==> config.mk <==
export PLATFORM = sky130hd
export DESIGN_NAME = fp_div_sqrt
export DESIGN_NICKNAME = d
export VERILOG_FILES = /design/src/rtl/fp_div_sqrt.sv
export SDC_FILE = /design/constraint.sdc
export NUM_CORES = 1
export LEC_CHECK = 0
export BUFFER_PORTS_ARGS = -buffer_cell sky130_fd_sc_hd__buf_2
export CAP_MARGIN = 40
export CORE_MARGIN = 2
export CORE_UTILIZATION = 50
export CTS_BUF_LIST = sky130_fd_sc_hd__clkbuf_16
export DETAILED_ROUTE_END_ITERATION = 16
export PLACE_DENSITY = 0.69
export SETUP_SLACK_MARGIN = 0.3
export SKIP_LAST_GASP = 1
export SLEW_MARGIN = 0
export SYNTH_ARGS = -nofsm -noshare
export SYNTH_HDL_FRONTEND = slang
export SYNTH_SLANG_ARGS = --single-unit
export TNS_END_PERCENT = 1
==> constraint.sdc <==
create_clock -name clk -period 7.6 [get_ports clk]
set_clock_uncertainty 0.15 [all_clocks]
set_input_delay 0.38 -clock clk [delete_from_list [all_inputs] [get_ports clk]]
set_output_delay 0.38 -clock clk [all_outputs]
set_load 0.01 [all_outputs]
==> src/rtl/fp_div_sqrt.sv <==
`default_nettype none
//============================================================================
// Module   : fp_div_sqrt
// Desc     : Iterative IEEE-754 divide / square-root unit. One result bit
//            per cycle (restoring radix-2), round-to-nearest-even, subnormal
//            flush-to-zero, speculative flush by sequence number.
// Revision : 1.0 - initial release
//============================================================================
module fp_div_sqrt #(
  parameter int EXP_W = 8,
  parameter int MAN_W = 23,
  parameter int SQN_W = 7,
  parameter int TAG_W = 7,
  parameter int NM_W  = 5,
  localparam int FW   = 1 + EXP_W + MAN_W
) (
  input  logic             clk,
  input  logic             rst,
  input  logic             en,
  input  logic             IN_valid,
  input  logic             IN_op,
  input  logic [FW-1:0]    IN_srcA,
  input  logic [FW-1:0]    IN_srcB,
  input  logic [TAG_W-1:0] IN_tagDst,
  input  logic [NM_W-1:0]  IN_nmDst,
  input  logic [SQN_W-1:0] IN_sqN,
  input  logic [31:0]      IN_pc,
  input  logic             IN_branchTaken,
  input  logic [SQN_W-1:0] IN_branchSqN,
  output logic             OUT_busy,
  output logic             OUT_valid,
  output logic [FW-1:0]    OUT_result,
  output logic [4:0]       OUT_flags,
  output logic [TAG_W-1:0] OUT_tagDst,
  output logic [NM_W-1:0]  OUT_nmDst,
  output logic [SQN_W-1:0] OUT_sqN,
  output logic [31:0]      OUT_pc
);

  // Q result bits: hidden + fraction + guard + round + one spare for the
  // single normalising shift a divide may need.
  localparam int Q  = MAN_W + 4;
  localparam int RW = Q + 3;
  localparam int EW = EXP_W + 3;
  localparam int CW = $clog2(Q) + 1;

  localparam logic [1:0] IDLE  = 2'd0;
  localparam logic [1:0] ITER  = 2'd1;
  localparam logic [1:0] ROUND = 2'd2;
  localparam logic [1:0] DONE  = 2'd3;

  localparam logic signed [EW-1:0] BIAS    = EW'((1 << (EXP_W - 1)) - 1);
  localparam logic signed [EW-1:0] EXP_MAX = EW'((1 << EXP_W) - 1);
  localparam logic [CW-1:0]        LAST_CNT = CW'(Q - 1);
  localparam logic [FW-1:0]        QNAN = {1'b0, {EXP_W{1'b1}}, 1'b1, {(MAN_W-1){1'b0}}};

  logic [1:0]          r_state, w_next;
  logic [CW-1:0]       r_cnt;
  logic                r_op, r_sign, r_special;
  logic signed [EW-1:0] r_exp;
  logic [RW-1:0]       r_rem;
  logic [MAN_W:0]      r_div;
  logic [Q-1:0]        r_q;
  logic [2*Q-1:0]      r_rad;
  logic [FW-1:0]       r_specRes, r_result;
  logic [4:0]          r_specFlags, r_flags;
  logic [TAG_W-1:0]    r_tagDst;
  logic [NM_W-1:0]     r_nmDst;
  logic [SQN_W-1:0]    r_sqN;
  logic [31:0]         r_pc;

  // Operand decode (subnormals count as zero)
  logic             w_signA, w_signB;
  logic [EXP_W-1:0] w_expA, w_expB;
  logic [MAN_W-1:0] w_fracA, w_fracB;
  logic w_zeroA, w_zeroB, w_infA, w_infB, w_nanA, w_nanB, w_snanA, w_snanB;

  assign {w_signA, w_expA, w_fracA} = IN_srcA;
  assign {w_signB, w_expB, w_fracB} = IN_srcB;
  assign w_zeroA = (w_expA == '0);
  assign w_zeroB = (w_expB == '0);
  assign w_infA  = (&w_expA) && (w_fracA == '0);
  assign w_infB  = (&w_expB) && (w_fracB == '0);
  assign w_nanA  = (&w_expA) && (w_fracA != '0);
  assign w_nanB  = (&w_expB) && (w_fracB != '0);
  assign w_snanA = w_nanA && !w_fracA[MAN_W-1];
  assign w_snanB = w_nanB && !w_fracB[MAN_W-1];

  // Wrap-around sequence comparison: younger than the branch means flushed
  logic [SQN_W-1:0] w_dIn, w_dCur;
  logic w_flushIn, w_flushCur, w_accept;
  assign w_dIn      = IN_sqN - IN_branchSqN;
  assign w_dCur     = r_sqN - IN_branchSqN;
  assign w_flushIn  = IN_branchTaken && !w_dIn[SQN_W-1] && (w_dIn != '0);
  assign w_flushCur = IN_branchTaken && !w_dCur[SQN_W-1] && (w_dCur != '0);
  assign w_accept   = en && IN_valid && !w_flushIn && ((r_state == IDLE) || (r_state == DONE));

  // Initial exponent / radicand; odd unbiased exponent pre-shifts the root input
  logic                 w_odd;
  logic signed [EW-1:0] w_divExp, w_sqExp;
  logic [MAN_W+1:0]     w_sqM;
  assign w_odd    = ~w_expA[0];
  assign w_divExp = EW'(w_expA) - EW'(w_expB) + BIAS;
  assign w_sqExp  = (EW'(w_expA) + BIAS - EW'(w_odd)) >> 1;
  assign w_sqM    = w_odd ? {1'b1, w_fracA, 1'b0} : {1'b0, 1'b1, w_fracA};

  // Special-operand detection resolves the result without iterating
  logic          w_special;
  logic [FW-1:0] w_specRes;
  logic [4:0]    w_specFlags;
  always_comb begin
    w_special   = 1'b0;
    w_specRes   = '0;
    w_specFlags = '0;
    if (!IN_op) begin
      if (w_nanA || w_nanB) begin
        w_special = 1'b1; w_specRes = QNAN; w_specFlags = {w_snanA || w_snanB, 4'b0};
      end else if ((w_zeroA && w_zeroB) || (w_infA && w_infB)) begin
        w_special = 1'b1; w_specRes = QNAN; w_specFlags = 5'b10000;
      end else if (w_infA) begin
        w_special = 1'b1; w_specRes = {w_signA ^ w_signB, {EXP_W{1'b1}}, {MAN_W{1'b0}}};
      end else if (w_zeroB) begin
        w_special = 1'b1; w_specRes = {w_signA ^ w_signB, {EXP_W{1'b1}}, {MAN_W{1'b0}}};
        w_specFlags = 5'b01000;
      end else if (w_zeroA || w_infB) begin
        w_special = 1'b1; w_specRes = {w_signA ^ w_signB, {(FW-1){1'b0}}};
      end
    end else begin
      if (w_nanA) begin
        w_special = 1'b1; w_specRes = QNAN; w_specFlags = {w_snanA, 4'b0};
      end else if (w_zeroA) begin
        w_special = 1'b1; w_specRes = {w_signA, {(FW-1){1'b0}}};
      end else if (w_signA) begin
        w_special = 1'b1; w_specRes = QNAN; w_specFlags = 5'b10000;
      end else if (w_infA) begin
        w_special = 1'b1; w_specRes = {1'b0, {EXP_W{1'b1}}, {MAN_W{1'b0}}};
      end
    end
  end

  // One restoring step: divide subtracts the divisor, sqrt the trial root
  logic [RW-1:0] w_remSh, w_trial, w_iterRem;
  logic [Q-1:0]  w_iterQ;
  assign w_remSh = {r_rem[RW-3:0], r_rad[2*Q-1 -: 2]};
  assign w_trial = RW'({r_q, 2'b01});
  always_comb begin
    w_iterRem = r_rem;
    w_iterQ   = r_q;
    if (!r_op) begin
      if (r_rem >= RW'(r_div)) begin
        w_iterRem = (r_rem - RW'(r_div)) << 1;
        w_iterQ   = {r_q[Q-2:0], 1'b1};
      end else begin
        w_iterRem = r_rem << 1;
        w_iterQ   = {r_q[Q-2:0], 1'b0};
      end
    end else begin
      if (w_remSh >= w_trial) begin
        w_iterRem = w_remSh - w_trial;
        w_iterQ   = {r_q[Q-2:0], 1'b1};
      end else begin
        w_iterRem = w_remSh;
        w_iterQ   = {r_q[Q-2:0], 1'b0};
      end
    end
  end

  // Normalise, round-to-nearest-even, renormalise on carry
  logic                 w_norm, w_g, w_r, w_s, w_up, w_carry, w_nx;
  logic [MAN_W-1:0]     w_frac;
  logic [MAN_W:0]       w_fracSum;
  logic signed [EW-1:0] w_expF;
  assign w_norm    = ~r_q[Q-1];
  assign w_frac    = w_norm ? r_q[Q-3:2] : r_q[Q-2:3];
  assign w_g       = w_norm ? r_q[1] : r_q[2];
  assign w_r       = w_norm ? r_q[0] : r_q[1];
  assign w_s       = (!w_norm && r_q[0]) || (r_rem != '0);
  assign w_up      = w_g && (w_r || w_s || w_frac[0]);
  assign w_fracSum = {1'b0, w_frac} + (MAN_W+1)'(w_up);
  assign w_carry   = w_fracSum[MAN_W];
  assign w_expF    = r_exp - EW'(w_norm) + EW'(w_carry);
  assign w_nx      = w_g || w_r || w_s;

  logic [FW-1:0] w_roundRes;
  logic [4:0]    w_roundFlags;
  // Final pack with overflow to Inf and underflow flushed to signed zero
  always_comb begin
    w_roundRes   = {r_sign, w_expF[EXP_W-1:0], w_fracSum[MAN_W-1:0]};
    w_roundFlags = {4'b0, w_nx};
    if (r_special) begin
      w_roundRes   = r_specRes;
      w_roundFlags = r_specFlags;
    end else if (!w_expF[EW-1] && (w_expF >= EXP_MAX)) begin
      w_roundRes   = {r_sign, {EXP_W{1'b1}}, {MAN_W{1'b0}}};
      w_roundFlags = 5'b00101;
    end else if (w_expF[EW-1] || (w_expF == '0)) begin
      w_roundRes   = {r_sign, {(FW-1){1'b0}}};
      w_roundFlags = 5'b00011;
    end
  end

  // State register
  always_ff @(posedge clk) begin
    if (rst) r_state <= IDLE;
    else     r_state <= w_next;
  end

  // Next-state logic; an in-flight op that gets flushed drops straight to IDLE
  always_comb begin
    w_next = r_state;
    case (r_state)
      IDLE:    if (w_accept) w_next = w_special ? ROUND : ITER;
      ITER:    if (w_flushCur) w_next = IDLE;
               else if (r_cnt == LAST_CNT) w_next = ROUND;
      ROUND:   w_next = w_flushCur ? IDLE : DONE;
      DONE:    w_next = w_accept ? (w_special ? ROUND : ITER) : IDLE;
      default: w_next = IDLE;
    endcase
  end

  // Status outputs decoded from state
  always_comb begin
    OUT_busy  = (r_state == ITER) || (r_state == ROUND);
    OUT_valid = (r_state == DONE);
  end

  // Datapath: operand capture, iteration, and result register
  always_ff @(posedge clk) begin
    if (rst) begin
      r_cnt   <= '0;
      r_flags <= '0;
    end else begin
      if (w_accept) begin
        r_op        <= IN_op;
        r_special   <= w_special;
        r_specRes   <= w_specRes;
        r_specFlags <= w_specFlags;
        r_tagDst    <= IN_tagDst;
        r_nmDst     <= IN_nmDst;
        r_sqN       <= IN_sqN;
        r_pc        <= IN_pc;
        r_q         <= '0;
        r_cnt       <= '0;
        if (!IN_op) begin
          r_sign <= w_signA ^ w_signB;
          r_exp  <= w_divExp;
          r_rem  <= RW'({1'b1, w_fracA});
          r_div  <= {1'b1, w_fracB};
          r_rad  <= '0;
        end else begin
          r_sign <= 1'b0;
          r_exp  <= w_sqExp;
          r_rem  <= '0;
          r_div  <= '0;
          r_rad  <= {w_sqM, {(MAN_W+6){1'b0}}};
        end
      end else if (r_state == ITER) begin
        r_rem <= w_iterRem;
        r_q   <= w_iterQ;
        r_rad <= r_rad << 2;
        r_cnt <= r_cnt + 1'b1;
      end
      if ((r_state == ROUND) && !w_flushCur) begin
        r_result <= w_roundRes;
        r_flags  <= w_roundFlags;
      end
    end
  end

  assign OUT_result = r_result;
  assign OUT_flags  = r_flags;
  assign OUT_tagDst = r_tagDst;
  assign OUT_nmDst  = r_nmDst;
  assign OUT_sqN    = r_sqN;
  assign OUT_pc     = r_pc;

endmodule
`default_nettype wire

==> Implementation_results.wiki, run 1 <==
{| class="wikitable"
! Metric !! Value
|-
| Status || finished, final reports clean
|-
| Length in cells of the worst reg-to-reg path || 20
|-
| Via count normalized by instance count || 5.74
|-
| TritonCTS buffer count || 27
|-
| Core utilization of the finished layout || slightly above 60%
|-
| Vias in the first global route || 12200
|-
| Worst setup SP type || flop
|-
| Router iterations before antenna repair || 6
|-
| Number of antenna violations at the first check in global routing || 0
|-
| Reg-to-reg critical path endpoint || OUT_result[10]
|-
| FF-to-FF setup slack || 1.38 ns
|-
| Distinct cell type count of the synthesized netlist || 79
|-
| Cell occurring most often along the worst timing path || sky130_fd_sc_hd__nand3_1
|-
| Int Pwr || a little under 3000 uW
|-
| Finished Layout Cells || ~2300
|-
| Area of the die || approximately 32000 sq um
|-
| Worst Hold Endpoint || r_div[7]
|-
| Period utilization || about four fifths
|-
| Post-detailed-route count of antenna-violating nets || 0
|-
| # rows || 63
|-
| CP cell instances || nand2b_1 > a2111oi_1 > o211a_1 > nand3_1 > nor3b_2 > nand3_1 > ha_1 > inv_1 > ha_1 > fa_1 > a21o_1 > a21oi_1 > o21bai_1 > a21oi_1 > mux2i_1 > a211oi_1 > a41oi_1 > nand3_1 > buf_4 > nor3_1
|-
| Worst hold path type || primary input to flop
|-
| Horiz. Die Dim || roughly 180 um
|-
| Number of placed instances with taps included || roughly 2200
|-
| Critical path class || flop to flop
|-
| Unrepaired setup endpoints after global routing || no
|-
| Wirelength, routed || ~40 mm
|-
| Proportion of netlist area held by the largest area contributor || ~41%
|-
| Maximum number of pins on one net before global-route repair || 64
|-
| P per Cell Area || around 260 nW/um^2
|-
| Final Hold Violating Endpoints || 0
|-
| Max-cap viol count || 0
|-
| Most used flip-flop cell after synthesis || sky130_fd_sc_hd__edfxtp_1
|-
| Final number of max-transition violations || 0
|-
| Async set or reset register ratio after synthesis || 0%
|-
| GRT Total Usage || approximately a quarter
|-
| PortBufs || roughly 220
|-
| Dominant cell type by area after synthesis || sky130_fd_sc_hd__edfxtp_1
|-
| Clock Latency Late Sink || 0.54 ns
|-
| Setup WS pre-CTS || about 1.5 ns
|-
| Highest ir drop seen on vdd || around 0.00020 V
|-
| Clock root buffer || sky130_fd_sc_hd__clkbuf_16
|-
| Core ar. || 29800 sq um
|-
| First-pass GRT wire length || 62.8 mm
|-
| Initial core utilization || 51.1%
|-
| Number of clock sinks || between 200 and 250
|-
| Standard cell area after detailed placement || approximately 17000 sq um
|-
| Post CTS Setup Buffer Count || 0
|-
| Number of instances in the synthesized netlist || 1594
|-
| Total area of multi-input combinational cells || 8070 sq um
|-
| TritonCTS clock tree || built
|-
| Number of buffer and inverter stages on the critical path || 2
|-
| Worst Setup End Kind || flop
|-
| Fmax || 161 MHz
|-
| Final nets || approximately 2100
|-
| Post-synth EDFFs || approximately 210
|-
| Post_cts resized || 0
|-
| Count of warnings emitted by yosys || 0
|-
| Net Switching || 1690 uW
|-
| Synth-to-layout area growth || 18.8%
|-
| Period minus WS final || between 6 and 7 ns
|-
| Post-synthesis instance area || around 15000 sq um
|-
| Sum of negative setup slack || 0 ns
|-
| Slowest stage cell, crit path || sky130_fd_sc_hd__a2111oi_1
|-
| Min-delay src || IN_srcB[7]
|-
| Max_slew headroom || between 40% and 50%
|-
| Vertical extent of the die || around 180 um
|-
| LEAKAGE || between 0.007 and 0.008 uW
|-
| Syn_area_per_cell || approximately 9.6 sq um
|-
| Commonest cells post-synth || sky130_fd_sc_hd__edfxtp_1, sky130_fd_sc_hd__nand2_1, sky130_fd_sc_hd__nor2_1, sky130_fd_sc_hd__inv_1, sky130_fd_sc_hd__ha_1
|-
| Switching power share of the total || 36.2%
|-
| Worst Max-Slew Pin Slew || ~0.8 ns
|-
| Final HPWL from detailed placement || roughly 30 mm
|-
| Post-route cell area || around 18000 sq um
|-
| Sequential cell area || approximately 6500 sq um
|-
| Layout cell share with drive strength beyond 1 || between 10% and 20%
|-
| Number of cells on the worst hold path || 2
|-
| Remaining global-route overflow || 0
|-
| WP data arrival || ~6.4 ns
|-
| Post-route DRC violation count || 0
|-
| Number of H-tree levels || 1
|-
| Proportion of synthesized chip area in sequential cells || a little over two fifths
|-
| Average detailed-routed wire length per instance || about 18 um
|-
| GP Congestion || slightly above 0.9
|-
| Proportion of power drawn by combinational gates || 38.0%
|-
| Maximum cell stage delay along the critical path || 0.59 ns
|-
| Maximum fanout along the worst path || 23
|-
| Fill cell count || about 2600
|-
| Kind of cell adding the most delay to the critical path || compound AO/OA/AOI/OAI gates
|-
| Clock slew at the register clock pins of the worst setup and hold paths || roughly 0.060 ns
|-
| Sequential group share of total power || a little over a third
|-
| Number of DRC markers in iteration 0 || 989
|-
| Synthesis-stage register bit count || 220
|-
| Number of buffers between clock root and the deepest sink || 3
|-
| Total vias in the final route || approximately 13000
|-
| Largest cells by area after synthesis || sky130_fd_sc_hd__edfxtp_1, sky130_fd_sc_hd__ha_1, sky130_fd_sc_hd__nand2_1
|-
| Most repeated cell in the gate-level netlist after synthesis || sky130_fd_sc_hd__edfxtp_1
|-
| Clock group share of total power || 26.0%
|-
| Required @ worst endpoint || approximately 8 ns
|-
| Final setup violation count || 0
|-
| Antenna diode instance count || 0
|-
| Final worst slack || approximately 1.4 ns
|-
| Net count after synthesis || 1835
|-
| Io pins || ~220
|-
| Crit Reg-Reg Startpoint || r_q[26]
|}
-- worst max path at each step --
stage                    start        endpoint  slack, ns  cells past startpoint
6_report               r_q[26]  OUT_result[10]       1.38                     20
5_1_grt                r_q[26]   OUT_result[8]       0.81                     20
4_1_cts                r_q[26]   OUT_result[4]       1.43                     20
3_5_place_dp           r_q[26]  OUT_result[22]       1.45                     20
3_3_place_gp           r_q[26]  OUT_result[22]       1.64                     20
2_1_floorplan  IN_branchSqN[2]    OUT_nmDst[0]       0.58                     10
-- layout by cell type (no fill, tap or decap), drive strengths merged, types with 8 or more instances in the layout --
cell | synthesis | final
o211ai | 24 | 24
clkbuf | 46 | 27
nor2 | 139 | 139
a211oi | 29 | 29
nor3 | 33 | 33
xor2 | 40 | 40
and3 | 14 | 14
a31oi | 12 | 12
xnor2 | 60 | 60
o21a | 12 | 12
o21ai | 82 | 82
o221ai | 9 | 9
clkinv | 2 | 15
buf | 17 | 234
or2 | 9 | 9
inv | 123 | 130
a21oi | 104 | 104
nand2 | 149 | 149
o21bai | 12 | 12
nand3 | 35 | 35
dfxtp | 13 | 13
nand4 | 18 | 18
ha | 107 | 107
nor2b | 37 | 37
dlygate4sd3 | 0 | 53
or3 | 8 | 8
nor4 | 24 | 24
edfxtp | 207 | 207
and2 | 8 | 8
nand2b | 10 | 10
mux2i | 54 | 54
o31ai | 25 | 25
a21o | 38 | 38
-- cells by family after synthesis --
logic type	synth area share (%)
simple gates	15.9
compound gates	17.6
flops	42.5
buf+inv	4.78
fa+ha+maj	9.58
xor+xnor	5.75
mux	3.80
-- sequential cells by signal, summed over array words and instances, names as in the netlist --
register	cells
OUT_result	32
OUT_tagDst	7
OUT_flags	5
r_exp	10
r_sign	1
r_div	24
r_cnt	6
r_special	1
r_state	2
r_rad	25
r_rem	30
r_q	27
OUT_pc	32
r_op	1
r_specFlags	2
OUT_sqN	7
r_specRes	3
OUT_nmDst	5
-- area by class of cell --
type	instances	share of cell area, %
multi-input combinational	1186	44.6
sequential	220	35.8
timing repair buffer	287	9.75
clock buffer	27	3.73
tap	390	2.70
inverter	125	2.59
clock inverter	23	0.878
-- layer usage --
metal  GRT usage, %  vias to the layer above  share of wire [%]
li1               -                     6365                  -
met1           34.7                     6092                 44
met2           40.7                      456                 47
met3           2.81                       57                7.2
met4           5.96                        0                1.9
met5              0                        -                  0
-- per-stage QoR --
stage                     power (uW)  hold slack, ns
after floorplan                 2960           0.329
after global placement          3380           0.318
after detailed placement        3410           0.307
after CTS                       4650        0.000246
after global routing            4940         0.00352
final                           4660          0.0131
-- power by group through the flow --
stage                     Clock [uW]  Combinational [uW]  Sequential, uW
after floorplan                    0                1290            1680
after global placement             0                1680            1700
after detailed placement           0                1710            1700
after CTS                       1230                1750            1680
after global routing            1280                1970            1690
final                           1210                1770            1680
-- what timing repair did --
item | in CTS | in global routing
endpoints found under the setup margin | 0 | 0
hold endpoints to repair | 53 | 0
hold buffers | 53 | 0
-- worst reg2reg max path: stages (launching register included) --
cell	delay (ns)
sky130_fd_sc_hd__edfxtp_1	0.58
sky130_fd_sc_hd__nand2b_1	0.28
sky130_fd_sc_hd__a2111oi_1	0.59
sky130_fd_sc_hd__o211a_1	0.37
sky130_fd_sc_hd__nand3_1	0.22
sky130_fd_sc_hd__nor3b_2	0.32
sky130_fd_sc_hd__nand3_1	0.21
sky130_fd_sc_hd__ha_1	0.32
sky130_fd_sc_hd__inv_1	0.05
sky130_fd_sc_hd__ha_1	0.20
sky130_fd_sc_hd__fa_1	0.40
sky130_fd_sc_hd__a21o_1	0.17
sky130_fd_sc_hd__a21oi_1	0.35
sky130_fd_sc_hd__o21bai_1	0.11
sky130_fd_sc_hd__a21oi_1	0.35
sky130_fd_sc_hd__mux2i_1	0.27
sky130_fd_sc_hd__a211oi_1	0.10
sky130_fd_sc_hd__a41oi_1	0.37
sky130_fd_sc_hd__nand3_1	0.17
sky130_fd_sc_hd__buf_4	0.24
sky130_fd_sc_hd__nor3_1	0.24
Power figures use the tool's default switching activity.
==> inputs of run 2 (changes only) <==
--- a/config.mk
+++ b/config.mk
@@ -5,13 +5,14 @@
 export SDC_FILE = /design/constraint.sdc
 export NUM_CORES = 1
 export LEC_CHECK = 0
+export ABC_AREA = 1
 export BUFFER_PORTS_ARGS = -buffer_cell sky130_fd_sc_hd__buf_2
 export CAP_MARGIN = 40
 export CORE_MARGIN = 2
 export CORE_UTILIZATION = 50
 export CTS_BUF_LIST = sky130_fd_sc_hd__clkbuf_16
 export DETAILED_ROUTE_END_ITERATION = 16
-export PLACE_DENSITY = 0.69
+export PLACE_DENSITY = 0.71
 export SETUP_SLACK_MARGIN = 0.3
 export SKIP_LAST_GASP = 1
 export SLEW_MARGIN = 0
==> constraint.sdc (replaced) <==
create_clock -name clk -period 5.4 [get_ports clk]
set_clock_uncertainty 0.15 [all_clocks]
set_input_delay 0.27 -clock clk [delete_from_list [all_inputs] [get_ports clk]]
set_output_delay 0.27 -clock clk [all_outputs]
set_load 0.01 [all_outputs]
==> run 2 against run 1 <==
  * Worst hold slack worse by 0.0033 ns
  * Power is 63% higher
  * Sequential cell count stayed put
  * Synthesized area is 7.0% higher
  * Clock power is 44% higher
  * Final area is 9.6% higher
  * Worst setup slack worse by 0.66 ns
  * Critical path depth is 7 higher
  * Critical endpoint is now OUT_result[27]
  * Largest cell class unchanged
==> Implementation_results.wiki, run 2 <==
{| class="wikitable"
! Metric !! Value
|-
| Status || finished, final reports clean
|-
| Most repeated cell in the gate-level netlist after synthesis || sky130_fd_sc_hd__nand2_1
|-
| Antenna diode instance count || 0
|-
| TritonCTS buffer count || 26
|-
| Net count after synthesis || between 2000 and 2500
|-
| Number of antenna violations at the first check in global routing || 1
|-
| Maximum fanout along the worst path || 10
|-
| Highest ir drop seen on vdd || about 0.00029 V
|-
| Max_slew headroom || between 40% and 50%
|-
| Post-synthesis instance area || approximately 16000 sq um
|-
| Proportion of synthesized chip area in sequential cells || about two fifths
|-
| FF-to-FF setup slack || around 0.72 ns
|-
| LEAKAGE || 0.00942 uW
|-
| Average detailed-routed wire length per instance || between 15 and 20 um
|-
| Min-delay src || IN_srcA[19]
|-
| P per Cell Area || between 300 and 400 nW/um^2
|-
| Length in cells of the worst reg-to-reg path || 27
|-
| Standard cell area after detailed placement || about 18000 sq um
|-
| Clock root buffer || sky130_fd_sc_hd__clkbuf_16
|-
| Maximum number of pins on one net before global-route repair || just over 90
|-
| Vias in the first global route || 15500
|-
| Number of cells on the worst hold path || 3
|-
| Proportion of netlist area held by the largest area contributor || approximately two fifths
|-
| Most used flip-flop cell after synthesis || sky130_fd_sc_hd__edfxtp_1
|-
| Setup WS pre-CTS || roughly 0.26 ns
|-
| Worst setup SP type || flop
|-
| Via count normalized by instance count || about 5.4
|-
| Fmax || about 210 MHz
|-
| Worst Max-Slew Pin Slew || 0.861 ns
|-
| Dominant cell type by area after synthesis || sky130_fd_sc_hd__edfxtp_1
|-
| Period minus WS final || approximately 4.7 ns
|-
| Most common cell after layout, fill and taps aside || sky130_fd_sc_hd__nand2_1
|-
| TritonCTS clock tree || built
|-
| Launch point of the critical path || r_q[26]
|-
| Initial core utilization || ~50%
|-
| Synth-to-layout area growth || 21.8%
|-
| Synthesis-stage register bit count || 220
|-
| Worst-case hold slack || a little under 0.01 ns
|-
| Max-cap viol count || 0
|-
| Final worst slack || between 0.7 and 0.8 ns
|-
| Total vias in the final route || between 15000 and 20000
|-
| Area of the die || ~34000 sq um
|-
| Final HPWL from detailed placement || 38.5 mm
|-
| Largest cells by area after synthesis || sky130_fd_sc_hd__edfxtp_1, sky130_fd_sc_hd__nand2_1, sky130_fd_sc_hd__ha_1
|-
| Clock Latency Late Sink || between 0.5 and 0.6 ns
|-
| Core ar. || around 32000 sq um
|-
| Wirelength, routed || between 50 and 60 mm
|-
| Period utilization || 86.7%
|-
| Final number of max-transition violations || 0
|-
| Async set or reset register ratio after synthesis || 0%
|-
| Number of instances in the synthesized netlist || ~2200
|-
| Count of warnings emitted by yosys || 0
|-
| Vertical extent of the die || approximately 180 um
|-
| # rows || 66
|-
| GRT Total Usage || 29.9%
|-
| Commonest cells post-synth || sky130_fd_sc_hd__nand2_1, sky130_fd_sc_hd__inv_1, sky130_fd_sc_hd__nor2_1, sky130_fd_sc_hd__edfxtp_1, sky130_fd_sc_hd__nand3_1
|-
| Remaining global-route overflow || 0
|-
| Reg-to-reg critical path endpoint || OUT_result[27]
|-
| Number of clock sinks || 220
|-
| PortBufs || about 220
|-
| Crit Reg-Reg Startpoint || r_q[26]
|-
| Required @ worst endpoint || approximately 5.7 ns
|-
| Unrepaired setup endpoints after global routing || no
|-
| Overall power consumption || 7580 uW
|-
| Layout cell share with drive strength beyond 1 || around 12%
|-
| Number of H-tree levels || 1
|-
| Distinct cell type count of the synthesized netlist || ~50
|-
| Number of buffers between clock root and the deepest sink || 3
|-
| Worst Setup End Kind || flop
|-
| Leading cell types in the layout, fill and taps excluded || sky130_fd_sc_hd__nand2_1, sky130_fd_sc_hd__inv_1, sky130_fd_sc_hd__nor2_1, sky130_fd_sc_hd__buf_2, sky130_fd_sc_hd__edfxtp_1
|-
| Worst Hold Endpoint || r_rad[48]
|-
| Final Hold Violating Endpoints || 0
|-
| Post-route DRC violation count || 0
|-
| Horiz. Die Dim || 185 um
|-
| First-pass GRT wire length || 80.0 mm
|-
| Final nets || around 2700
|-
| Worst hold path type || primary input to flop
|-
| Syn_area_per_cell || about 7.5 sq um
|-
| Io pins || roughly 220
|-
| Post-route cell area || roughly 20000 sq um
|-
| Number of DRC markers in iteration 0 || 1400
|-
| Clock slew at the register clock pins of the worst setup and hold paths || 0.06 ns
|-
| WP data arrival || between 4 and 5 ns
|-
| Router iterations before antenna repair || 6
|-
| GP Congestion || between 0.9 and 1
|-
| Post-detailed-route count of antenna-violating nets || 0
|-
| Critical path class || flop to flop
|-
| Post-synth EDFFs || roughly 210
|-
| Final setup violation count || 0
|}
-- run 2: cell count changes after synthesis, moves of 39 or more --
cell                      change
sky130_fd_sc_hd__inv_1      +213
sky130_fd_sc_hd__xnor2_1     -39
sky130_fd_sc_hd__nand2_1    +420
sky130_fd_sc_hd__nand3_1    +154
sky130_fd_sc_hd__mux2i_1     -54
sky130_fd_sc_hd__nor2_1      +96
-- run 2: worst max path at each step --
stage                endpoint  slack [ns]  depth (start not counted)
5_1_grt         OUT_result[8]        0.28                         27
4_1_cts        OUT_result[18]        0.31                         26
3_5_place_dp   OUT_result[18]        0.26                         25
3_3_place_gp   OUT_result[20]        0.42                         27
6_report       OUT_result[27]        0.72                         27
2_1_floorplan    OUT_nmDst[0]       -1.03                         14
-- run 2: per-layer routing --
layer | global-route usage (%) | up-vias | wire length (um)
met2 | 50.5 | 650 | 23900
met1 | 38.5 | 7452 | 21000
met3 | 5.24 | 125 | 4010
met4 | 10.9 | 0 | 1950
li1 | - | 7841 | -
met5 | 0 | - | 0
-- run 2: per-stage QoR --
| stage | instances | TNS, ns | util [%] |
|---|---|---|---|
| 3_3_place_gp | 2804 | 0 | 55.2 |
| 4_1_cts | 2958 | 0 | 61.2 |
| 3_5_place_dp | 2806 | 0 | 55.4 |
| 2_1_floorplan | 2175 | -95.56 | - |
| 5_1_grt | 2965 | 0 | 61.5 |
| 6_report | 2965 | 0 | 61.5 |
-- run 2: timing repair --
action,CTS,global route
setup endpoints to repair,4,32
pin swaps,0,1
buffers inserted,1,7
hold buffers,103,0
gates resized for setup,1,7
endpoints found under the hold margin,113,0
-- run 2: critical path, stage by stage, from the launching register on --
cell and delay, ns:
sky130_fd_sc_hd__edfxtp_1 0.42, sky130_fd_sc_hd__buf_2 0.22, sky130_fd_sc_hd__o21ai_2 0.21, sky130_fd_sc_hd__nand2_1 0.11, sky130_fd_sc_hd__nor2_2 0.13, sky130_fd_sc_hd__nand2_2 0.09
sky130_fd_sc_hd__nor2_4 0.13, sky130_fd_sc_hd__nand2_4 0.09, sky130_fd_sc_hd__inv_1 0.08, sky130_fd_sc_hd__nand3_1 0.11, sky130_fd_sc_hd__nor4_1 0.18, sky130_fd_sc_hd__nand4_1 0.18
sky130_fd_sc_hd__ha_1 0.33, sky130_fd_sc_hd__inv_1 0.04, sky130_fd_sc_hd__ha_1 0.22, sky130_fd_sc_hd__fa_2 0.40, sky130_fd_sc_hd__nand3_1 0.11, sky130_fd_sc_hd__nand2_1 0.09
sky130_fd_sc_hd__nand2_1 0.08, sky130_fd_sc_hd__nand2_1 0.06, sky130_fd_sc_hd__nand3_1 0.07, sky130_fd_sc_hd__nand2_1 0.11, sky130_fd_sc_hd__inv_1 0.13, sky130_fd_sc_hd__nor2_1 0.10
sky130_fd_sc_hd__a21oi_4 0.30, sky130_fd_sc_hd__buf_4 0.19, sky130_fd_sc_hd__nand3_1 0.07, sky130_fd_sc_hd__a21oi_1 0.14
-- run 2: cells by family after synthesis --
family	count (synthesis)	synth area share [%]
flops	220	39.7
simple gates	1099	28.5
fa+ha+maj	113	8.95
compound gates	296	10.0
xor+xnor	65	3.49
buf+inv	382	9.24
-- run 2: report_power, final --
part | total, uW | internal, uW | switching (uW)
logic | 3390 | 1180 | 2220
registers | 2450 | 2250 | 202
clock network | 1740 | 1000 | 738
-- run 2: layout make-up --
class                           instances  area [sq um]
Fill cell                            2838         12400
Clock inverter                         21           158
Clock buffer                           27           676
Inverter                              340          1280
Multi-Input combinational cell       1573          8380
Sequential cell                       220          6480
Tap cell                              442           553
Timing Repair Buffer                  342          2320
==> inputs of run 3 (changes only) <==
--- a/config.mk
+++ b/config.mk
@@ -12,7 +12,7 @@
 export CORE_UTILIZATION = 50
 export CTS_BUF_LIST = sky130_fd_sc_hd__clkbuf_16
 export DETAILED_ROUTE_END_ITERATION = 16
-export PLACE_DENSITY = 0.71
+export PLACE_DENSITY = 0.73
 export SETUP_SLACK_MARGIN = 0.3
 export SKIP_LAST_GASP = 1
 export SLEW_MARGIN = 0
==> run 3 against run 2 <==
  * Worst setup slack got worse by 0.040 ns
  * Maximum frequency fell by 0.85%
  * Sequential power barely moved
  * Die area stayed put
  * First-iteration DRC count is 14% higher
  * Largest cell class unchanged
  * Clock power is 12% higher
  * Global-route usage grew 0.71 points
  * Routed wire length grew 2.2%
  * Highest routed layer unchanged
==> Implementation_results.wiki, run 3 (same netlist as run 2, synthesis figures left out) <==
{| class="wikitable"
! Metric !! Value
|-
| Status || finished, final reports clean
|-
| Min-delay src || IN_srcA[21]
|-
| # rows || 66
|-
| Fmax || ~210 MHz
|-
| Remaining global-route overflow || 0
|-
| Max_slew headroom || around 42%
|-
| LEAKAGE || roughly 0.0095 uW
|-
| GP Congestion || 0.953
|-
| Core utilization of the finished layout || around three fifths
|-
| Unrepaired setup endpoints after global routing || no
|-
| Synth-to-layout area growth || 22.8%
|-
| WP data arrival || between 4 and 5 ns
|-
| Layer carrying the most global-route usage || met2
|-
| GRT Total Usage || between 30% and 40%
|-
| Router iterations before antenna repair || 5
|-
| TritonCTS clock tree || built
|-
| Initial core utilization || 50.5%
|-
| Number of placed instances with taps included || between 2000 and 3000
|-
| Number of clock sinks || between 200 and 250
|-
| Met1 track demand over resource in global routing || about two fifths
|-
| Final nets || between 2000 and 3000
|-
| Area of the die || about 34000 sq um
|-
| Worst Setup End Kind || flop
|-
| Core ar. || 32300 sq um
|-
| Critical path class || flop to flop
|-
| Layout cell share with drive strength beyond 1 || around 13%
|-
| FF-to-FF setup slack || between 0.6 and 0.7 ns
|-
| Wirelength, routed || 52.0 mm
|-
| TritonCTS buffer count || 26
|-
| Vertical extent of the die || roughly 180 um
|-
| Number of cells on the worst hold path || 3
|-
| Clock root buffer || sky130_fd_sc_hd__clkbuf_16
|-
| Vias in the first global route || approximately 16000
|-
| Leading cell types in the layout, fill and taps excluded || sky130_fd_sc_hd__nand2_1, sky130_fd_sc_hd__inv_1, sky130_fd_sc_hd__nor2_1, sky130_fd_sc_hd__buf_2, sky130_fd_sc_hd__edfxtp_1
|-
| Number of antenna violations at the first check in global routing || 4
|-
| Average detailed-routed wire length per instance || 17.5 um
|-
| Overall power consumption || ~7800 uW
|-
| Clock Latency Late Sink || around 0.55 ns
|-
| Length in cells of the worst reg-to-reg path || 27
|-
| Period utilization || 87.4%
|-
| Final Hold Violating Endpoints || 0
|-
| Number of buffers between clock root and the deepest sink || 3
|-
| Period minus WS final || between 4 and 5 ns
|-
| Highest ir drop seen on vdd || roughly 0.00025 V
|-
| P per Cell Area || a little under 400 nW/um^2
|-
| Io pins || roughly 220
|-
| Final number of max-transition violations || 0
|-
| Setup WS pre-CTS || about 0.29 ns
|-
| Crit Reg-Reg Startpoint || r_q[26]
|-
| Maximum number of pins on one net before global-route repair || 83
|-
| Worst setup SP type || flop
|-
| Via count normalized by instance count || 5.44
|-
| Worst Hold Endpoint || r_rad[51]
|-
| Number of H-tree levels || 1
|-
| Clock slew at the register clock pins of the worst setup and hold paths || 0.06 ns
|-
| Final worst slack || a little under 0.7 ns
|-
| Post-detailed-route count of antenna-violating nets || 0
|-
| First-pass GRT wire length || between 80 and 90 mm
|-
| Worst-case hold slack || ~0.064 ns
|-
| Reg-to-reg critical path endpoint || OUT_result[18]
|-
| GR Layer Usage met2 || a little over half
|-
| Fraction of met3 tracks used by global routing || ~5.6%
|-
| Maximum fanout along the worst path || 15
|-
| Most common cell after layout, fill and taps aside || sky130_fd_sc_hd__nand2_1
|-
| Final setup violation count || 0
|-
| Required @ worst endpoint || ~5.5 ns
|-
| Total vias in the final route || between 15000 and 20000
|-
| Post-route DRC violation count || 0
|-
| Worst Max-Slew Pin Slew || 0.865 ns
|-
| PortBufs || 217
|-
| Max-cap viol count || 0
|-
| Number of DRC markers in iteration 0 || around 1600
|-
| Final HPWL from detailed placement || ~40 mm
|-
| Horiz. Die Dim || 185 um
|-
| Finished Layout Cells || 2970
|-
| Worst hold path type || primary input to flop
|}
[run 3: final cells by class]
cell class,instances,area (sq um)
repair buffers,342,2350
well taps,442,553
multi-input cells,1574,8400
flip-flops and latches,220,6480
clock buffers,27,676
diodes,4,10.0
fillers,2771,12300
inverters,340,1280
clock inverters,21,268
[run 3: per-layer routing]
metal / share of wire, % / routed length (um)
met4: 3.8 / 1980
met3: 9.0 / 4660
met5: 0 / 0
met2: 47 / 24300
met1: 40 / 21000
[run 3: where the power goes]
part | switching [uW] | internal, uW | leakage, uW | total [uW]
registers | 206 | 2250 | 0.00201 | 2450
clock network | 749 | 1200 | 0.000460 | 1950
logic | 2250 | 1190 | 0.00699 | 3440
[run 3: worst max-delay path by stage]
stage,from,endpoint,slack [ns],cells after the start
final,r_q[26],OUT_result[18],0.68,27
after global routing,r_q[26],OUT_result[18],0.31,27
after CTS,r_q[26],OUT_result[18],0.36,26
after detailed placement,r_q[26],OUT_result[10],0.29,26
after global placement,r_q[26],OUT_result[20],0.43,27
after floorplan,IN_sqN[0],OUT_nmDst[0],-1.03,14
[run 3: metrics by stage]
stage / setup TNS, ns / instance area, sq um
finish: 0 / 20000
global route: 0 / 20000
CTS: 0 / 19900
detailed placement: 0 / 17900
global placement: 0 / 17800
floorplan: -95.56 / 16300
[run 3: worst max-delay path: stages, from the launching register on]
cell and delay [ns]:
sky130_fd_sc_hd__edfxtp_1 0.44, sky130_fd_sc_hd__buf_4 0.22, sky130_fd_sc_hd__o21ai_2 0.20, sky130_fd_sc_hd__nand2_1 0.12, sky130_fd_sc_hd__nor2_2 0.10, sky130_fd_sc_hd__nand2_2 0.08, sky130_fd_sc_hd__nor2_4 0.13, sky130_fd_sc_hd__nand2_4 0.09
sky130_fd_sc_hd__inv_1 0.08, sky130_fd_sc_hd__nand3_1 0.13, sky130_fd_sc_hd__nor4_2 0.17, sky130_fd_sc_hd__nand4_1 0.19, sky130_fd_sc_hd__ha_1 0.34, sky130_fd_sc_hd__inv_1 0.04, sky130_fd_sc_hd__ha_1 0.22, sky130_fd_sc_hd__fa_2 0.57
sky130_fd_sc_hd__nand2_1 0.05, sky130_fd_sc_hd__nor2_1 0.10, sky130_fd_sc_hd__nand3_1 0.09, sky130_fd_sc_hd__nor2_1 0.10, sky130_fd_sc_hd__nand2_1 0.06, sky130_fd_sc_hd__nor2_1 0.10, sky130_fd_sc_hd__o21ai_1 0.09, sky130_fd_sc_hd__nand2_1 0.12
sky130_fd_sc_hd__clkinvlp_4 0.13, sky130_fd_sc_hd__buf_12 0.16, sky130_fd_sc_hd__nand2_8 0.11, sky130_fd_sc_hd__a21oi_1 0.06
[run 3: timing repair]
item / in CTS / in global routing
hold endpoints to repair: 114 / 0
setup buffers: 0 / 6
gates resized for setup: 1 / 9
cloned: 0 / 1
hold buffers: 106 / 0
pin swaps: 0 / 3
endpoints found under the setup margin: 22 / 31
